$ cat src/rtl/t2mi_pkg.sv
// -----------------------------------------------------------------------------
// t2mi_pkg
// Shared constants and types for the T2-MI timestamp parsing slice.
//   SYNC_BYTE        : T2-MI packet header byte (0x47)
//   TS_TYPE_DEF      : default packet type that carries a timestamp
//   TS_LEN_DEF       : default payload length of a timestamp packet
//   MAX_LEN_DEF      : default largest accepted payload length
//   *_W              : timestamp field widths
//   parser_state_e   : parser FSM encoding (also exported on parser_state)
// -----------------------------------------------------------------------------
package t2mi_pkg;

    localparam logic [7:0]  SYNC_BYTE    = 8'h47;
    localparam logic [7:0]  TS_TYPE_DEF  = 8'h20;
    localparam logic [15:0] TS_LEN_DEF   = 16'd12;
    localparam logic [15:0] MAX_LEN_DEF  = 16'd4096;

    localparam int BW_W  = 4;
    localparam int UTC_W = 16;
    localparam int SEC_W = 40;
    localparam int SUB_W = 32;

    localparam int TS_PAY_BYTES = 12;
    localparam int TS_SHADOW_W  = TS_PAY_BYTES * 8;

    typedef enum logic [2:0] {
        ST_HUNT   = 3'd0,
        ST_TYPE   = 3'd1,
        ST_LEN_HI = 3'd2,
        ST_LEN_LO = 3'd3,
        ST_TS_PAY = 3'd4,
        ST_SKIP   = 3'd5
    } parser_state_e;

endpackage

$ cat src/rtl/t2mi_sync_lock.sv
// -----------------------------------------------------------------------------
// t2mi_sync_lock
// Framing-lock hysteresis. Counts consecutive good packets and consecutive
// framing errors; sync_locked rises once LOCK_THRESH good packets are seen in a
// row and falls once LOSS_THRESH errors are seen in a row.
// Ports:
//   clk_100mhz  : system clock
//   rst_n       : asynchronous active-low reset
//   good_pkt    : one-cycle strobe, a well-formed packet just completed
//   frame_err   : one-cycle strobe, a framing error was just detected
//   sync_locked : registered lock indication
// -----------------------------------------------------------------------------
module t2mi_sync_lock #(
    parameter int LOCK_THRESH = 3,
    parameter int LOSS_THRESH = 2
) (
    input  logic clk_100mhz,
    input  logic rst_n,
    input  logic good_pkt,
    input  logic frame_err,
    output logic sync_locked
);

    localparam logic [7:0] LOCK_T = 8'(LOCK_THRESH);
    localparam logic [7:0] LOSS_T = 8'(LOSS_THRESH);

    logic [7:0] good_cnt;
    logic [7:0] err_cnt;

    // The two strobes come from the same accepted byte and are mutually
    // exclusive; good_pkt is given priority only to keep the logic simple.
    always_ff @(posedge clk_100mhz or negedge rst_n) begin
        if (!rst_n) begin
            good_cnt    <= '0;
            err_cnt     <= '0;
            sync_locked <= 1'b0;
        end else if (good_pkt) begin
            err_cnt <= '0;
            if (good_cnt < LOCK_T) begin
                good_cnt <= good_cnt + 8'd1;
            end
            if (good_cnt + 8'd1 >= LOCK_T) begin
                sync_locked <= 1'b1;
            end
        end else if (frame_err) begin
            good_cnt <= '0;
            if (err_cnt < LOSS_T) begin
                err_cnt <= err_cnt + 8'd1;
            end
            if (err_cnt + 8'd1 >= LOSS_T) begin
                sync_locked <= 1'b0;
            end
        end
    end

endmodule

$ cat src/rtl/t2mi_timestamp_extractor.sv
// -----------------------------------------------------------------------------
// t2mi_timestamp_extractor
// Byte-level T2-MI parser. Frames packets on the 0x47 header byte, picks out
// timestamp packets and publishes bandwidth, UTC offset, seconds and
// subseconds with a one-cycle timestamp_valid strobe.
//
// Stream interface: in_valid qualifies in_data/in_sync; there is no ready, so
// every byte presented with in_valid=1 is consumed on that clock edge. Cycles
// with in_valid=0 are ignored entirely and may appear anywhere in a packet.
//
// Ports:
//   clk_100mhz, rst_n          : clock, asynchronous active-low reset
//   in_valid, in_data, in_sync : input byte stream (in_sync marks byte 0)
//   ts_bw, ts_utc_offset,
//   ts_seconds, ts_subseconds  : last committed timestamp fields
//   timestamp_valid            : strobe, ts_* just updated
//   sync_locked                : framing lock
//   frame_error                : strobe per framing error
//   parser_state               : current FSM state (parser_state_e)
//   pkt_count, err_count       : saturating statistics
//
// Build option: define T2MI_TS_STATS_EN to implement pkt_count/err_count;
// otherwise both read as zero.
// -----------------------------------------------------------------------------
module t2mi_timestamp_extractor
    import t2mi_pkg::*;
#(
    parameter logic [7:0]  TS_TYPE     = TS_TYPE_DEF,
    parameter logic [15:0] TS_LEN      = TS_LEN_DEF,
    parameter logic [15:0] MAX_LEN     = MAX_LEN_DEF,
    parameter int          LOCK_THRESH = 3,
    parameter int          LOSS_THRESH = 2
) (
    input  logic              clk_100mhz,
    input  logic              rst_n,
    input  logic              in_valid,
    input  logic [7:0]        in_data,
    input  logic              in_sync,
    output logic [BW_W-1:0]   ts_bw,
    output logic [UTC_W-1:0]  ts_utc_offset,
    output logic [SEC_W-1:0]  ts_seconds,
    output logic [SUB_W-1:0]  ts_subseconds,
    output logic              timestamp_valid,
    output logic              sync_locked,
    output logic              frame_error,
    output logic [2:0]        parser_state,
    output logic [15:0]       pkt_count,
    output logic [15:0]       err_count
);

    localparam logic [3:0] LAST_IDX = 4'(TS_PAY_BYTES - 1);

    // Bit positions of the fields inside the 96-bit payload shadow
    // (byte 0 lands in the top byte after 12 shifts).
    localparam int SUB_LSB = 0;
    localparam int SEC_LSB = SUB_LSB + SUB_W;
    localparam int UTC_LSB = SEC_LSB + SEC_W;
    localparam int BW_LSB  = UTC_LSB + UTC_W;

    parser_state_e          state;
    logic [7:0]             pkt_type;
    logic [7:0]             len_hi;
    logic [15:0]            skip_cnt;
    logic [3:0]             pay_idx;
    logic [TS_SHADOW_W-1:0] shadow;
    logic [TS_SHADOW_W-1:0] shadow_next;
    logic [15:0]            len_now;
    logic                   good_now;
    logic                   err_now;
    logic                   ts_done;

    assign len_now      = {len_hi, in_data};
    assign shadow_next  = {shadow[TS_SHADOW_W-9:0], in_data};
    assign parser_state = state;

    // Per-byte outcome decode, shared by the FSM, the lock tracker and the
    // statistics counters so all of them see the same event on the same edge.
    always_comb begin
        good_now = 1'b0;
        err_now  = 1'b0;
        ts_done  = 1'b0;
        if (in_valid) begin
            if (in_sync) begin
                // Outside HUNT any sync is an abort; inside HUNT only a
                // sync on something other than the header byte is an error.
                if ((state != ST_HUNT) || (in_data != SYNC_BYTE)) begin
                    err_now = 1'b1;
                end
            end else begin
                case (state)
                    ST_LEN_LO: begin
                        if ((len_now > MAX_LEN) ||
                            ((pkt_type == TS_TYPE) && (len_now != TS_LEN))) begin
                            err_now = 1'b1;
                        end else if (len_now == 16'd0) begin
                            good_now = 1'b1;
                        end
                    end
                    ST_TS_PAY: begin
                        if (pay_idx == LAST_IDX) begin
                            good_now = 1'b1;
                            ts_done  = 1'b1;
                        end
                    end
                    ST_SKIP: begin
                        if (skip_cnt == 16'd1) begin
                            good_now = 1'b1;
                        end
                    end
                    default: ;
                endcase
            end
        end
    end

    always_ff @(posedge clk_100mhz or negedge rst_n) begin
        if (!rst_n) begin
            state           <= ST_HUNT;
            pkt_type        <= '0;
            len_hi          <= '0;
            skip_cnt        <= '0;
            pay_idx         <= '0;
            shadow          <= '0;
            ts_bw           <= '0;
            ts_utc_offset   <= '0;
            ts_seconds      <= '0;
            ts_subseconds   <= '0;
            timestamp_valid <= 1'b0;
            frame_error     <= 1'b0;
        end else begin
            timestamp_valid <= 1'b0;
            frame_error     <= err_now;
            if (in_valid) begin
                if (in_sync && (state != ST_HUNT)) begin
                    // Abort; a header byte immediately restarts framing.
                    state <= (in_data == SYNC_BYTE) ? ST_TYPE : ST_HUNT;
                end else begin
                    case (state)
                        ST_HUNT: begin
                            if (in_sync && (in_data == SYNC_BYTE)) begin
                                state <= ST_TYPE;
                            end
                        end
                        ST_TYPE: begin
                            pkt_type <= in_data;
                            state    <= ST_LEN_HI;
                        end
                        ST_LEN_HI: begin
                            len_hi <= in_data;
                            state  <= ST_LEN_LO;
                        end
                        ST_LEN_LO: begin
                            if (err_now || good_now) begin
                                state <= ST_HUNT;
                            end else if (pkt_type == TS_TYPE) begin
                                pay_idx <= '0;
                                state   <= ST_TS_PAY;
                            end else begin
                                skip_cnt <= len_now;
                                state    <= ST_SKIP;
                            end
                        end
                        ST_TS_PAY: begin
                            shadow  <= shadow_next;
                            pay_idx <= pay_idx + 4'd1;
                            if (ts_done) begin
                                // Commit straight from the shifted value so the
                                // outputs update one cycle after the last byte.
                                ts_bw           <= shadow_next[BW_LSB  +: BW_W];
                                ts_utc_offset   <= shadow_next[UTC_LSB +: UTC_W];
                                ts_seconds      <= shadow_next[SEC_LSB +: SEC_W];
                                ts_subseconds   <= shadow_next[SUB_LSB +: SUB_W];
                                timestamp_valid <= 1'b1;
                                state           <= ST_HUNT;
                            end
                        end
                        ST_SKIP: begin
                            if (skip_cnt == 16'd1) begin
                                state <= ST_HUNT;
                            end else begin
                                skip_cnt <= skip_cnt - 16'd1;
                            end
                        end
                        default: state <= ST_HUNT;
                    endcase
                end
            end
        end
    end

    t2mi_sync_lock #(
        .LOCK_THRESH (LOCK_THRESH),
        .LOSS_THRESH (LOSS_THRESH)
    ) u_sync_lock (
        .clk_100mhz  (clk_100mhz),
        .rst_n       (rst_n),
        .good_pkt    (good_now),
        .frame_err   (err_now),
        .sync_locked (sync_locked)
    );

`ifdef T2MI_TS_STATS_EN
    always_ff @(posedge clk_100mhz or negedge rst_n) begin
        if (!rst_n) begin
            pkt_count <= '0;
            err_count <= '0;
        end else begin
            if (good_now && (pkt_count != 16'hFFFF)) begin
                pkt_count <= pkt_count + 16'd1;
            end
            if (err_now && (err_count != 16'hFFFF)) begin
                err_count <= err_count + 16'd1;
            end
        end
    end
`else
    assign pkt_count = '0;
    assign err_count = '0;
`endif

endmodule

$ cat config.mk
export PLATFORM = sky130hd
export DESIGN_NAME = t2mi_timestamp_extractor
export DESIGN_NICKNAME = d
export VERILOG_FILES = /design/src/rtl/t2mi_pkg.sv /design/src/rtl/t2mi_sync_lock.sv /design/src/rtl/t2mi_timestamp_extractor.sv
export SDC_FILE = /design/constraint.sdc
export NUM_CORES = 1
export LEC_CHECK = 0
export ABC_AREA = 1
export BUFFER_PORTS_ARGS = -buffer_cell sky130_fd_sc_hd__buf_2
export CORE_ASPECT_RATIO = 1.25
export CORE_MARGIN = 2
export CORE_UTILIZATION = 57
export DETAILED_ROUTE_END_ITERATION = 10
export GPL_TIMING_DRIVEN = 0
export PLACE_DENSITY_LB_ADDON = 0.12
export RECOVER_POWER = 50
export REMOVE_ABC_BUFFERS = 1
export SLEW_MARGIN = 20
export SYNTH_ARGS = -nofsm -noshare
export SYNTH_HDL_FRONTEND = slang
export SYNTH_HIERARCHICAL = 1
export SYNTH_SLANG_ARGS = --single-unit
export TNS_END_PERCENT = 100
$ cat constraint.sdc
create_clock -name clk_100mhz -period 2.3 [get_ports clk_100mhz]
set_clock_uncertainty 0.2 [all_clocks]
set_input_delay 0.46 -clock clk_100mhz [delete_from_list [all_inputs] [get_ports clk_100mhz]]
set_output_delay 0.46 -clock clk_100mhz [all_outputs]
set_load 0.03 [all_outputs]
==> key figures <==
Place
  • Hpwl dp: 12600 um
  • Dpl ws: -961 ps
  • I/O Buffers: 109
  • Gpl congestion: 0.869

GRT
  • Gr ovfl total: 0
  • Largest net degree at the start of global routing: 96
  • First-pass GRT wire length: 34100 um
  • Number of antenna violations at the first check in global routing: 0
  • Number of global-route vias before repair: 7117
  • Total global-route track usage: 22.0%

Yosys
  • EDFF count, synth: 0
  • Most frequent cells after synthesis: nand2_1, dfrtp_1, o21ai_0
  • Synth area leader: dfrtp_1
  • Mapped Cells: 1162
  • Async S/R FF share, synth: 100%
  • Avg Cell Area, Syn: 8.73 sq um
  • Synth Flop Type: dfrtp_1
  • Post-synthesis sequential area ratio: 57.7%
  • Most frequent cell after synthesis: nand2_1
  • Synth area leaders: dfrtp_1, nand2_1, o21ai_0
  • Synth top area share: 57.7%
  • Post-Syn Area: 10100 sq um
  • Synth Register Bits: 234
  • Distinct cell type count after synthesis: 41
  • Warnings, synthesis: 6

Finish
  • Share of layout cells above drive strength 1: 10.9%
  • NumNets Final: 1303
  • Area growth syn-to-layout: 15.6%
  • Antenna Cells: 0

Die
  • Die area: 18900 sq um
  • I/O Pins: 142
  • Starting Density: 58.2%
  • Die Y: 153 um
  • Die extent in x: 123 um
  • Floorplan core area: 17400 sq um
  • Row Count: 54

Run
  • Max cap viols: 0

Routing
  • Initial DRT Pass Iterations: 5
  • DR vias: 7635
  • Routed WL: 21000 um
  • Number of nets with antenna violations after routing: 0
  • Routed wire length per instance: 13.8 um
  • DRC Markers: 0
  • Drt first-iter violations: 579
  • Vias per cell: 5.02

Hold path
  • Worst min-delay path class: primary input to register
  • Hold depth: 5
  • Hold Path Origin: in_data[7]
  • Min-Delay Endpoint: skip_cnt[7]

Power and ir drop
  • Total power: 11.0 mW
  • Leak: 5.46 nW
  • Worst VDD drop: 697 uV
  • Pwr dens: 935 nW/um^2

STA
  • Max transition margin: 54.3%
  • Tmin final: 2210 ps
  • Worst-margin pin slew: 685 ps
  • Period utilisation layout: 96.1%
  • Max Slew Vio Count: 0
  • PnR worst setup slack: 89.5 ps
  • Final number of setup-violating endpoints: 0
  • FMAX: 452 MHz
  • Final hold vios: 0

Setup path
  • Worst setup EP type: register
  • Critical path arrival: 2390 ps
  • Worst-path fanout max: 7
  • R2R Setup Slk: 90 ps
  • Worst r2r path cells: 12
  • Startpoint types: register
  • R2R Path Start: parser_state[2]
  • Worst endpoint required time: 2480 ps
  • R2R Path End: skip_cnt[8]
  • Setup CP Type: register to register

Run status
  • Status: finished, final reports clean

Clocking
  • CTS Sinks: 234
  • Clk root buf: clkbuf_16
  • CTS tree: done
  • H-tree depth: 1
  • Later-pin clock latency in the skew report: 490 ps
  • CTS buffer count: 23
  • Reg clk slew, reported paths: 60 ps
  • CTS Buffer Depth: 3
==> logic make-up after synthesis <==
family	count (synthesis)	share of synthesized area, %
compound gates	253	13.1
xor+xnor	8	0.691
fa+ha+maj	7	0.863
buf+inv	216	9.74
flops	234	57.7
other cells	1	0.0370
simple gates	443	17.8
==> area by class of cell <==
cell class	instances	area [sq um]
Clock buffer	36	684
Inverter	137	536
Timing Repair Buffer	138	719
Tap cell	224	280
Timing Repair inverter	1	8.76
Multi-Input combinational cell	749	3610
Fill cell	1529	5700
Sequential cell	234	5860
Clock inverter	2	35.0
==> critical path, stage by stage (launching register included) <==
cell and delay [ps]:
dfrtp_2 480, nor2_2 140, nand2_2 90, nand2_2 120, nand2_1 90, clkinvlp_4 110
o21ai_0 120, nor3b_2 210, buf_4 170, buf_4 120, nand2_2 80, o21ai_1 120
nand2_1 60
==> per-stage QoR <==
stage	setup TNS (ps)	cell area [sq um]	hold slack [ps]	util (%)	std cells
floorplan	-343590	9790	-35.6	-	1114
global placement	-1415580	10600	251	60.9	1447
detailed placement	-36610	10800	253	61.7	1452
CTS	0	11600	111	66.8	1505
global route	-138	11700	162	67.3	1521
finish	0	11700	140	67.3	1521
==> where the power goes <==
part	switching [mW]	internal [mW]	total [mW]
combinational	1.58	0.781	2.36
sequential	0.395	4.62	5.01
clock	1.45	2.14	3.59
total	3.43	7.54	11.0
==> state kept, by name, indices dropped and copies added, names as in the netlist, 4 cells and up <==
name                  cells
len_hi                    8
pay_idx                   4
pkt_type                  8
shadow                   84
skip_cnt                 16
ts_bw                     4
ts_seconds               40
ts_subseconds            32
ts_utc_offset            16
u_sync_lock/err_cnt       8
u_sync_lock/good_cnt      8
==> cells in the final DEF (no fill, tap or decap), drive strengths merged, types with 8 or more instances in the layout <==
master / Yosys / final
nand2: 324 / 327
dfrtp: 234 / 234
o21ai: 230 / 230
inv: 136 / 135
clkbuf: 13 / 129
nor2: 70 / 71
buf: 66 / 44
conb: 1 / 32
nand3: 27 / 27
a21oi: 13 / 13
xor2: 8 / 8
==> worst max path at each step <==
stage | depth (start not counted) | from | slack (ps) | endpoint
3_5_place_dp | 14 | parser_state[1] | -960 | skip_cnt[14]
6_report | 12 | parser_state[2] | 90 | skip_cnt[8]
5_1_grt | 12 | parser_state[2] | -40 | skip_cnt[8]
4_1_cts | 14 | skip_cnt[7] | 20 | skip_cnt[14]
2_1_floorplan | 6 | parser_state[1] | -2790 | timestamp_valid
3_3_place_gp | 5 | parser_state[2] | -4910 | timestamp_valid
==> what timing repair did <==
item / in CTS / in global routing
gates resized for setup: 16 / 37
hold buffers: 1 / 0
buffers inserted: 9 / 14
pin swaps: 6 / 11
gates cloned: 5 / 2
setup endpoints to repair: 95 / 104
endpoints found under the hold margin: 93 / 0
==> layer usage <==
metal	GRT usage (%)	wire length (um)	vias up
li1	-	-	3862
met1	31.5	9560	3579
met2	35.9	10000	169
met3	3.28	1140	25
met4	4.55	295	0
met5	0	0	-
(Power assumes the default switching activity.)
